===== config.mk =====
export PLATFORM = sky130hd
export DESIGN_NAME = mem_access_ctrl
export DESIGN_NICKNAME = d
export VERILOG_FILES = /design/src/rtl/mem_access_ctrl.sv
export SDC_FILE = /design/constraint.sdc
export NUM_CORES = 1
export LEC_CHECK = 0
export CAP_MARGIN = 20
export CORE_MARGIN = 2
export CORE_UTILIZATION = 42
export CTS_BUF_LIST = sky130_fd_sc_hd__clkbuf_16
export DETAILED_ROUTE_END_ITERATION = 8
export PLACE_DENSITY = 0.95
export SYNTH_ARGS = -nofsm -noshare
export SYNTH_HDL_FRONTEND = slang
export SYNTH_SLANG_ARGS = --single-unit

===== constraint.sdc =====
create_clock -name clk -period 2.8 [get_ports clk]
set_clock_uncertainty 0.2 [all_clocks]
set_input_delay 0.56 -clock clk [delete_from_list [all_inputs] [get_ports clk]]
set_output_delay 0.56 -clock clk [all_outputs]
set_load 0.05 [all_outputs]

===== src/rtl/mem_access_ctrl.sv =====
// ============================================================================
// mem_access_ctrl
// ----------------------------------------------------------------------------
// MEM-stage controller placed between the EX/MEM pipeline register and the
// data memory. Non-memory instructions pass straight through to the MEM/WB
// register in one cycle. Loads and stores run a req/ack transaction against
// data memory. The upstream pipeline is stalled until that transaction
// completes, and then the MEM/WB register is loaded. Misaligned accesses are
// rejected without touching memory. Transactions that see no ack within
// TIMEOUT cycles are aborted. Both cases raise a one-cycle mem_error pulse.
//
// Parameters:
//   TIMEOUT  - maximum number of WAIT cycles without dmem_ack before the
//              access is aborted (>= 2)
//   CNT_W    - width of the timeout counter (2**CNT_W > TIMEOUT)
//
// Ports:
//   clk                 in   pipeline clock, rising edge
//   rst_n               in   asynchronous active-low reset
//   ALU_result_MEM      in   effective address (ld/st) or passthrough result
//   Read_Data_2_MEM     in   store data
//   MemRead_MEM         in   load
//   MemWrite_MEM        in   store (wins if both MemRead and MemWrite are set)
//   MemToReg_MEM        in   writeback selects memory data
//   RegWrite_MEM        in   instruction writes the register file
//   Write_register_MEM  in   destination register
//   stall_MEM           out  combinational; holds PC, IF/ID, ID/EX, EX/MEM
//   dmem_req            out  memory request (high only in WAIT)
//   dmem_we             out  1 = write
//   dmem_addr           out  word address, bits [1:0] always 0
//   dmem_wdata          out  store data
//   dmem_ack            in   transaction complete, rdata valid same cycle
//   dmem_rdata          in   load data
//   RegWrite_WB         out  registered MEM/WB write enable
//   Write_register_WB   out  registered MEM/WB destination register
//   Write_data_WB       out  registered MEM/WB write data
//   mem_error           out  registered one-cycle error pulse
// ============================================================================
module mem_access_ctrl #(
    parameter int TIMEOUT = 16,
    parameter int CNT_W   = 5
) (
    input  logic        clk,
    input  logic        rst_n,
    input  logic [31:0] ALU_result_MEM,
    input  logic [31:0] Read_Data_2_MEM,
    input  logic        MemRead_MEM,
    input  logic        MemWrite_MEM,
    input  logic        MemToReg_MEM,
    input  logic        RegWrite_MEM,
    input  logic [4:0]  Write_register_MEM,
    output logic        stall_MEM,
    output logic        dmem_req,
    output logic        dmem_we,
    output logic [31:0] dmem_addr,
    output logic [31:0] dmem_wdata,
    input  logic        dmem_ack,
    input  logic [31:0] dmem_rdata,
    output logic        RegWrite_WB,
    output logic [4:0]  Write_register_WB,
    output logic [31:0] Write_data_WB,
    output logic        mem_error
);

    typedef enum logic {
        ST_IDLE = 1'b0,
        ST_WAIT = 1'b1
    } state_t;

    localparam logic [CNT_W-1:0] CNT_LAST = CNT_W'(TIMEOUT - 1);

    state_t            state_q, state_d;
    logic [CNT_W-1:0]  cnt_q, cnt_d;
    logic [29:0]       addr_q, addr_d;
    logic [31:0]       wdata_q, wdata_d;
    logic              we_q, we_d;
    logic              regWrite_q, regWrite_d;
    logic [4:0]        writeReg_q, writeReg_d;
    logic [31:0]       writeData_q, writeData_d;
    logic              memError_q, memError_d;

    logic              acc;
    logic              mis;
    logic              timeoutHit;

    assign acc        = MemRead_MEM | MemWrite_MEM;
    assign mis        = acc & (ALU_result_MEM[1:0] != 2'b00);
    assign timeoutHit = (state_q == ST_WAIT) && !dmem_ack && (cnt_q == CNT_LAST);

    // Next-state and MEM/WB next-value logic. Any cycle that does not
    // retire an instruction loads a bubble, so RegWrite_WB stays 0 while a
    // memory access is outstanding.
    always_comb begin
        state_d     = state_q;
        cnt_d       = cnt_q;
        addr_d      = addr_q;
        wdata_d     = wdata_q;
        we_d        = we_q;
        regWrite_d  = 1'b0;
        writeReg_d  = 5'd0;
        writeData_d = 32'd0;
        memError_d  = 1'b0;

        unique case (state_q)
            ST_IDLE: begin
                if (!acc) begin
                    regWrite_d  = RegWrite_MEM;
                    writeReg_d  = Write_register_MEM;
                    writeData_d = ALU_result_MEM;
                end else if (mis) begin
                    memError_d = 1'b1;
                end else begin
                    // The latched request is the only source of the memory
                    // interface outputs. They therefore stay stable for the
                    // whole WAIT period, whatever EX/MEM does.
                    addr_d  = ALU_result_MEM[31:2];
                    wdata_d = Read_Data_2_MEM;
                    we_d    = MemWrite_MEM;
                    cnt_d   = '0;
                    state_d = ST_WAIT;
                end
            end

            ST_WAIT: begin
                // An ack takes priority over the timeout in the final cycle.
                if (dmem_ack) begin
                    regWrite_d  = RegWrite_MEM;
                    writeReg_d  = Write_register_MEM;
                    writeData_d = MemToReg_MEM ? dmem_rdata : ALU_result_MEM;
                    cnt_d       = '0;
                    state_d     = ST_IDLE;
                end else if (timeoutHit) begin
                    memError_d = 1'b1;
                    cnt_d      = '0;
                    state_d    = ST_IDLE;
                end else begin
                    cnt_d = cnt_q + CNT_W'(1);
                end
            end

            default: begin
                state_d = ST_IDLE;
                cnt_d   = '0;
            end
        endcase
    end

    // The stall is released in the ack/abort cycle itself, so upstream
    // advances on the same edge that retires the access. It is forced low
    // while reset is held.
    always_comb begin
        stall_MEM = 1'b0;
        if (rst_n) begin
            if (state_q == ST_IDLE) begin
                stall_MEM = acc & !mis;
            end else begin
                stall_MEM = !dmem_ack & !timeoutHit;
            end
        end
    end

    assign dmem_req   = (state_q == ST_WAIT);
    assign dmem_we    = we_q;
    assign dmem_addr  = {addr_q, 2'b00};
    assign dmem_wdata = wdata_q;

    assign RegWrite_WB       = regWrite_q;
    assign Write_register_WB = writeReg_q;
    assign Write_data_WB     = writeData_q;
    assign mem_error         = memError_q;

    always_ff @(posedge clk or negedge rst_n) begin
        if (!rst_n) begin
            state_q     <= ST_IDLE;
            cnt_q       <= '0;
            addr_q      <= '0;
            wdata_q     <= '0;
            we_q        <= 1'b0;
            regWrite_q  <= 1'b0;
            writeReg_q  <= 5'd0;
            writeData_q <= 32'd0;
            memError_q  <= 1'b0;
        end else begin
            state_q     <= state_d;
            cnt_q       <= cnt_d;
            addr_q      <= addr_d;
            wdata_q     <= wdata_d;
            we_q        <= we_d;
            regWrite_q  <= regWrite_d;
            writeReg_q  <= writeReg_d;
            writeData_q <= writeData_d;
            memError_q  <= memError_d;
        end
    end

endmodule


==> key figures <==
Run status
  – Status: finished clean

STA
  – Crit path time final: 2.60 ns
  – RSZ-0062 raised after global routing: false
  – Final Slew Violations: 0
  – Final setup margin: 0.199 ns
  – Maximum clock rate: 384 MHz
  – Setup TNS: 0 ns
  – WHS: 0.108 ns
  – Tcrit/Tclk final: 92.9%
  – Count of final setup violators: 0
  – Hold Violations, Final: 0
  – Relative slew slack: 40.5%
  – Worst-Margin Slew: 0.892 ns

Clock network
  – TritonCTS clock tree: done
  – TritonCTS Buffers: 9
  – Post-CTS setup buffers: 0
  – Clock buffer depth: 2
  – H-tree Lvls: 3
  – Cts repair resizes: 0
  – Worst-path clk slew: 0.07 ns
  – Hold_buf cts: 0
  – Sink Count: 108
  – Worst-Skew Late Latency: 0.33 ns
  – Root Buffer: clkbuf_16

Global route
  – Largest net degree at the start of global routing: 72
  – Overall routing resource usage: 20.8%
  – Busiest grt layer: met2
  – Vias in the first global route: 3,244
  – GRT met1 Usage: 23.6%
  – Initial antenna violation count: 0
  – Met2 usage: 36.6%
  – Met3 GRT Util: 6.57%
  – First-pass GRT wire length: 16.7 mm
  – Global route total overflow: 0

Logic synthesis
  – Area share of the largest cell type after synthesis: 66.4%
  – Post-Synthesis Cells: 255
  – Largest cells by area after synthesis: dfrtp_1 66%, mux2_1 13%, a22o_1 7.1%, mux2_2 4.4%, buf_8 1.5%
  – Post-synthesis cell area: 0.00407 mm2
  – Synth Register Bits: 108
  – Post-synth cell types: 31
  – Syn Area/Cell: 16.0 um2
  – Synth area leader: dfrtp_1
  – Yosys warns: 0
  – Seq/Total Area, Yosys: 66.4%

Critical path
  – CP cell instances: clkdlybuf4s50_1 > nor4_4 > o21a_1 > buf_12
  – Crit path from: ALU_result_MEM[1]
  – Critical Path Start Type: input pin
  – Crit. End Element: output port
  – Crit path capture: stall_MEM
  – R2R depth: 3
  – Critical path type: input pin to output port
  – Max FO, Critical Path: 3
  – Stages on the worst setup path: 4
  – Data arrival, critical path: 1.84 ns
  – WP buf/inv: 2
  – R2R setup slack: 0.70 ns
  – Slowest stage delay, CP: 0.48 ns
  – Worst Path Required: 2.04 ns
  – Max stage delay cell, worst path: clkdlybuf4s50_1
  – FF-to-FF Start: dmem_req
  – Largest delay share family, worst path: buffers and inverters
  – Reg2reg end: dmem_wdata[22]

Drt
  – DR vias: 3,008
  – WL/cell: 17.9 um
  – Total Routed Length: 10.8 mm
  – Initial DRT Pass Iterations: 5
  – ANT nets after route: 0
  – Vias per cell: 4.99
  – Initial drt markers: 51
  – DRC errors left: 0

Placement
  – HPWL Detailed: 8.26 mm
  – Place WS: 0.183 ns
  – # port buffers: 211
  – Placed insts: 588
  – RePlAce Congestion: 0.730

Finish
  – Most common cell after layout, fill and taps aside: clkdlybuf4s50_1
  – Nets: 579
  – N_diodes: 0
  – Commonest non-fill, non-tap cells in the layout: 209 x clkdlybuf4s50_1, 108 x dfrtp_1, 48 x mux2_1, 33 x a22o_1, 16 x mux2_2
  – Synthesis-to-finish area growth: 61.3%
  – Layout Cells excl Fill: 603
  – Layout cells sized above 1: 9.28%

Die
  – Core Region: 0.00933 mm2
  – Die Wd: 102 um
  – Top Ports: 214
  – Die H: 102 um
  – Die ar.: 0.0105 mm2
  – Cell Rows: 35
  – Initial Util: 43.7%

Power and ir drop
  – VDD IR max: 0.000425 V
  – Pwr dens: 786 mW/mm2
  – Static Leak: 2.79 nW

Run
  – Max-cap violations: 0

Hold path
  – Worst min-delay path class: input pin to async pin
[metrics by stage]
stage	utilization, %	cell area, um2	total power [mW]
after floorplan	-	4080	3.22
after global placement	67.6	6300	4.00
after detailed placement	67.6	6300	4.06
after CTS	70.4	6570	5.22
after global routing	70.4	6570	5.38
final	70.4	6570	5.16
[per-layer routing]
layer | vias up | wire, um
met1 | 1485 | 4010
met3 | 25 | 931
li1 | 1349 | -
met4 | 0 | 204
met5 | - | 0
met2 | 149 | 5650
[state kept, by name (all words and copies together) (netlist names)]
| name | count |
|---|---|
| mem_error | 1 |
| dmem_we | 1 |
| dmem_wdata | 32 |
| dmem_req | 1 |
| Write_register_WB | 5 |
| cnt_q | 5 |
| Write_data_WB | 32 |
| addr_q | 30 |
| RegWrite_WB | 1 |
[layout make-up]
type	instances	area, um2
Multi-Input combinational cell	132	1250
Timing Repair Buffer	219	2190
Clock inverter	6	41.3
Sequential cell	108	2700
Tap cell	129	161
Fill cell	674	2760
Clock buffer	9	225
[synthesized netlist by cell type]
| master | n |
|---|---|
| a21oi_1 | 2 |
| a221o_1 | 1 |
| a22o_1 | 33 |
| a31oi_1 | 1 |
| and2_1 | 8 |
| and3_1 | 1 |
| buf_2 | 4 |
| buf_4 | 5 |
| buf_6 | 1 |
| buf_8 | 4 |
| clkbuf_1 | 2 |
| conb_1 | 1 |
| dfrtp_1 | 108 |
| ha_1 | 1 |
| mux2_1 | 48 |
| mux2_2 | 16 |
| nand2_1 | 2 |
| nand2b_1 | 1 |
| nand3_1 | 1 |
| nand4b_1 | 1 |
| nor2_1 | 2 |
| nor2b_1 | 1 |
| nor3_1 | 1 |
| nor4_2 | 1 |
| o21a_1 | 2 |
| o21ai_0 | 1 |
| o21ai_2 | 1 |
| o21ba_2 | 1 |
| o32ai_1 | 1 |
| or2_2 | 2 |
| or3_1 | 1 |
[power breakdown]
| part | internal, mW | switching (mW) | total [mW] | leakage, nW |
|---|---|---|---|---|
| clock | 0.601 | 0.543 | 1.14 | 0.131 |
| combinational | 0.761 | 1.29 | 2.05 | 1.32 |
| sequential | 1.83 | 0.136 | 1.97 | 1.34 |
| total | 3.19 | 1.97 | 5.16 | 2.79 |
[logic make-up after synthesis]
logic type / Yosys count / share of synthesized area (%)
compound gates: 43 / 8.91
fa+ha+maj: 1 / 0.307
buf+inv: 16 / 3.35
flops: 108 / 66.4
mux: 64 / 17.7
other cells: 1 / 0.0921
simple gates: 22 / 3.29
[worst register-to-register path, stage by stage, from the launching register on]
cell and delay (ns):
dfrtp_1 0.49, nor4_4 0.46, buf_4 0.40, mux2_1 0.41
[how the worst min path moves through the flow]
stage,from,end,cells past startpoint
2_1_floorplan,rst_n,RegWrite_WB,0
3_3_place_gp,addr_q[3],addr_q[3],1
3_5_place_dp,addr_q[17],addr_q[17],1
4_1_cts,rst_n,Write_data_WB[0],2
5_1_grt,rst_n,cnt_q[4],2
6_report,rst_n,Write_data_WB[0],2
No activity file was read; power rests on OpenSTA's default activity.
==> variant: new RTL, same flow settings <==
Change the parameter `CNT_W` from 5 to 6.
--- a/src/rtl/mem_access_ctrl.sv
+++ b/src/rtl/mem_access_ctrl.sv
@@ -38,7 +38,7 @@
 // ============================================================================
 module mem_access_ctrl #(
     parameter int TIMEOUT = 16,
-    parameter int CNT_W   = 5
+    parameter int CNT_W   = 6
 ) (
     input  logic        clk,
     input  logic        rst_n,
Formal check against the unedited RTL: no difference found for any inputs over 4 cycles, from zero or initial values and one cycle with rst_n low; that may be too few to reach the edited logic, so the function may still have changed.
==> variant against the original RTL <==
- clock power up 11%
- register-to-register slack gained 0.07 ns
- sequential cell count grew 1
- worst setup slack got worse by 0.039 ns
- largest power group unchanged
- cell area rose by 3.0%
- synthesized cell count rose by 3.9%
- total power increased by 4.2%
- first-iteration DRC count up 110%
- routed wire length grew 4.5%
- area after synthesis rose by 2.9%
- die area up 2.8%
- largest cell class unchanged
- via count grew 2.7%
==> variant: results <==
export IMPL_status="finished clean"
export IMPL_grt_use_met2=0.372
export IMPL_grt_pass1_wl_um=18000
export IMPL_first_iter_violations=106
export IMPL_min_path_type="flop to flop"
export IMPL_path_delay_family="simple AND/OR/NAND/NOR gates"
export IMPL_grt_usage=0.214
export IMPL_place_inst=602
export IMPL_met1_length_um=4400
export IMPL_worstPathMaxFanout=4
export IMPL_leakagePower_nw=2.90
export IMPL_worst_ep_arrival_time_ns=1.88
export IMPL_wl_met3_um=959
export IMPL_startpoint="MemWrite_MEM"
export IMPL_wirelength_um=11300
export IMPL_grtUsageMet3=0.0652
export IMPL_syn_area_per_cell_sq_um=15.8
export IMPL_first_pass_iters=4
export IMPL_powerDensity_mw_per_mm2=795
export IMPL_ir_worst_vdd_v=0.000374
export IMPL_synth_common_cells="dfrtp_1 (109), mux2_2 (40), a22o_1 (34)"
export IMPL_synth_cell_type_count=28
export IMPL_r2r_setup_slack_ns=0.77
export IMPL_combPwrFrac=0.396
export IMPL_muxShareOfSynthArea=0.187
export IMPL_whs_ns=0.290
export IMPL_gp_congestion=0.793
export IMPL_grt_pass1_vias=3335
export IMPL_slowest_delay_ns=0.46
export IMPL_use_met1=0.249
export IMPL_max_slew_worst_pin_slew_ns=0.643
export IMPL_place_area_sq_mm=0.00645
## variant: cell types whose count changed in the layout (fill, tap and decap cells not counted), moves of 2 or more
cell | before | now
nor2_1 | 2 | 4
mux2_2 | 16 | 40
o21ai_0 | 1 | 6
o21a_1 | 2 | 0
clkinv_4 | 1 | 3
o31ai_1 | 0 | 2
nand2_1 | 2 | 5
mux2_1 | 48 | 3
inv_6 | 2 | 0
mux2_4 | 0 | 20
## variant: kinds of logic (layout without fill, tap and decap cells)
| kind of cell | Yosys count | in the layout |
|---|---|---|
| AOI/OAI and AO/OA | 48 | 48 |
| adders and majority gates | 1 | 1 |
| buffers and inverters | 16 | 236 |
| DFF | 109 | 109 |
| muxes | 63 | 63 |
| other | 1 | 2 |
| and+or+nand+nor | 27 | 27 |
## variant: final cells by class
cell class	count	area (sq um)	share of cell area
sequential	109	2730	0.403
tap	133	166	0.0246
clock buffer	9	225	0.0333
timing repair buffer	220	2210	0.327
clock inverter	7	76.3	0.0113
multi-input combinational	141	1360	0.200
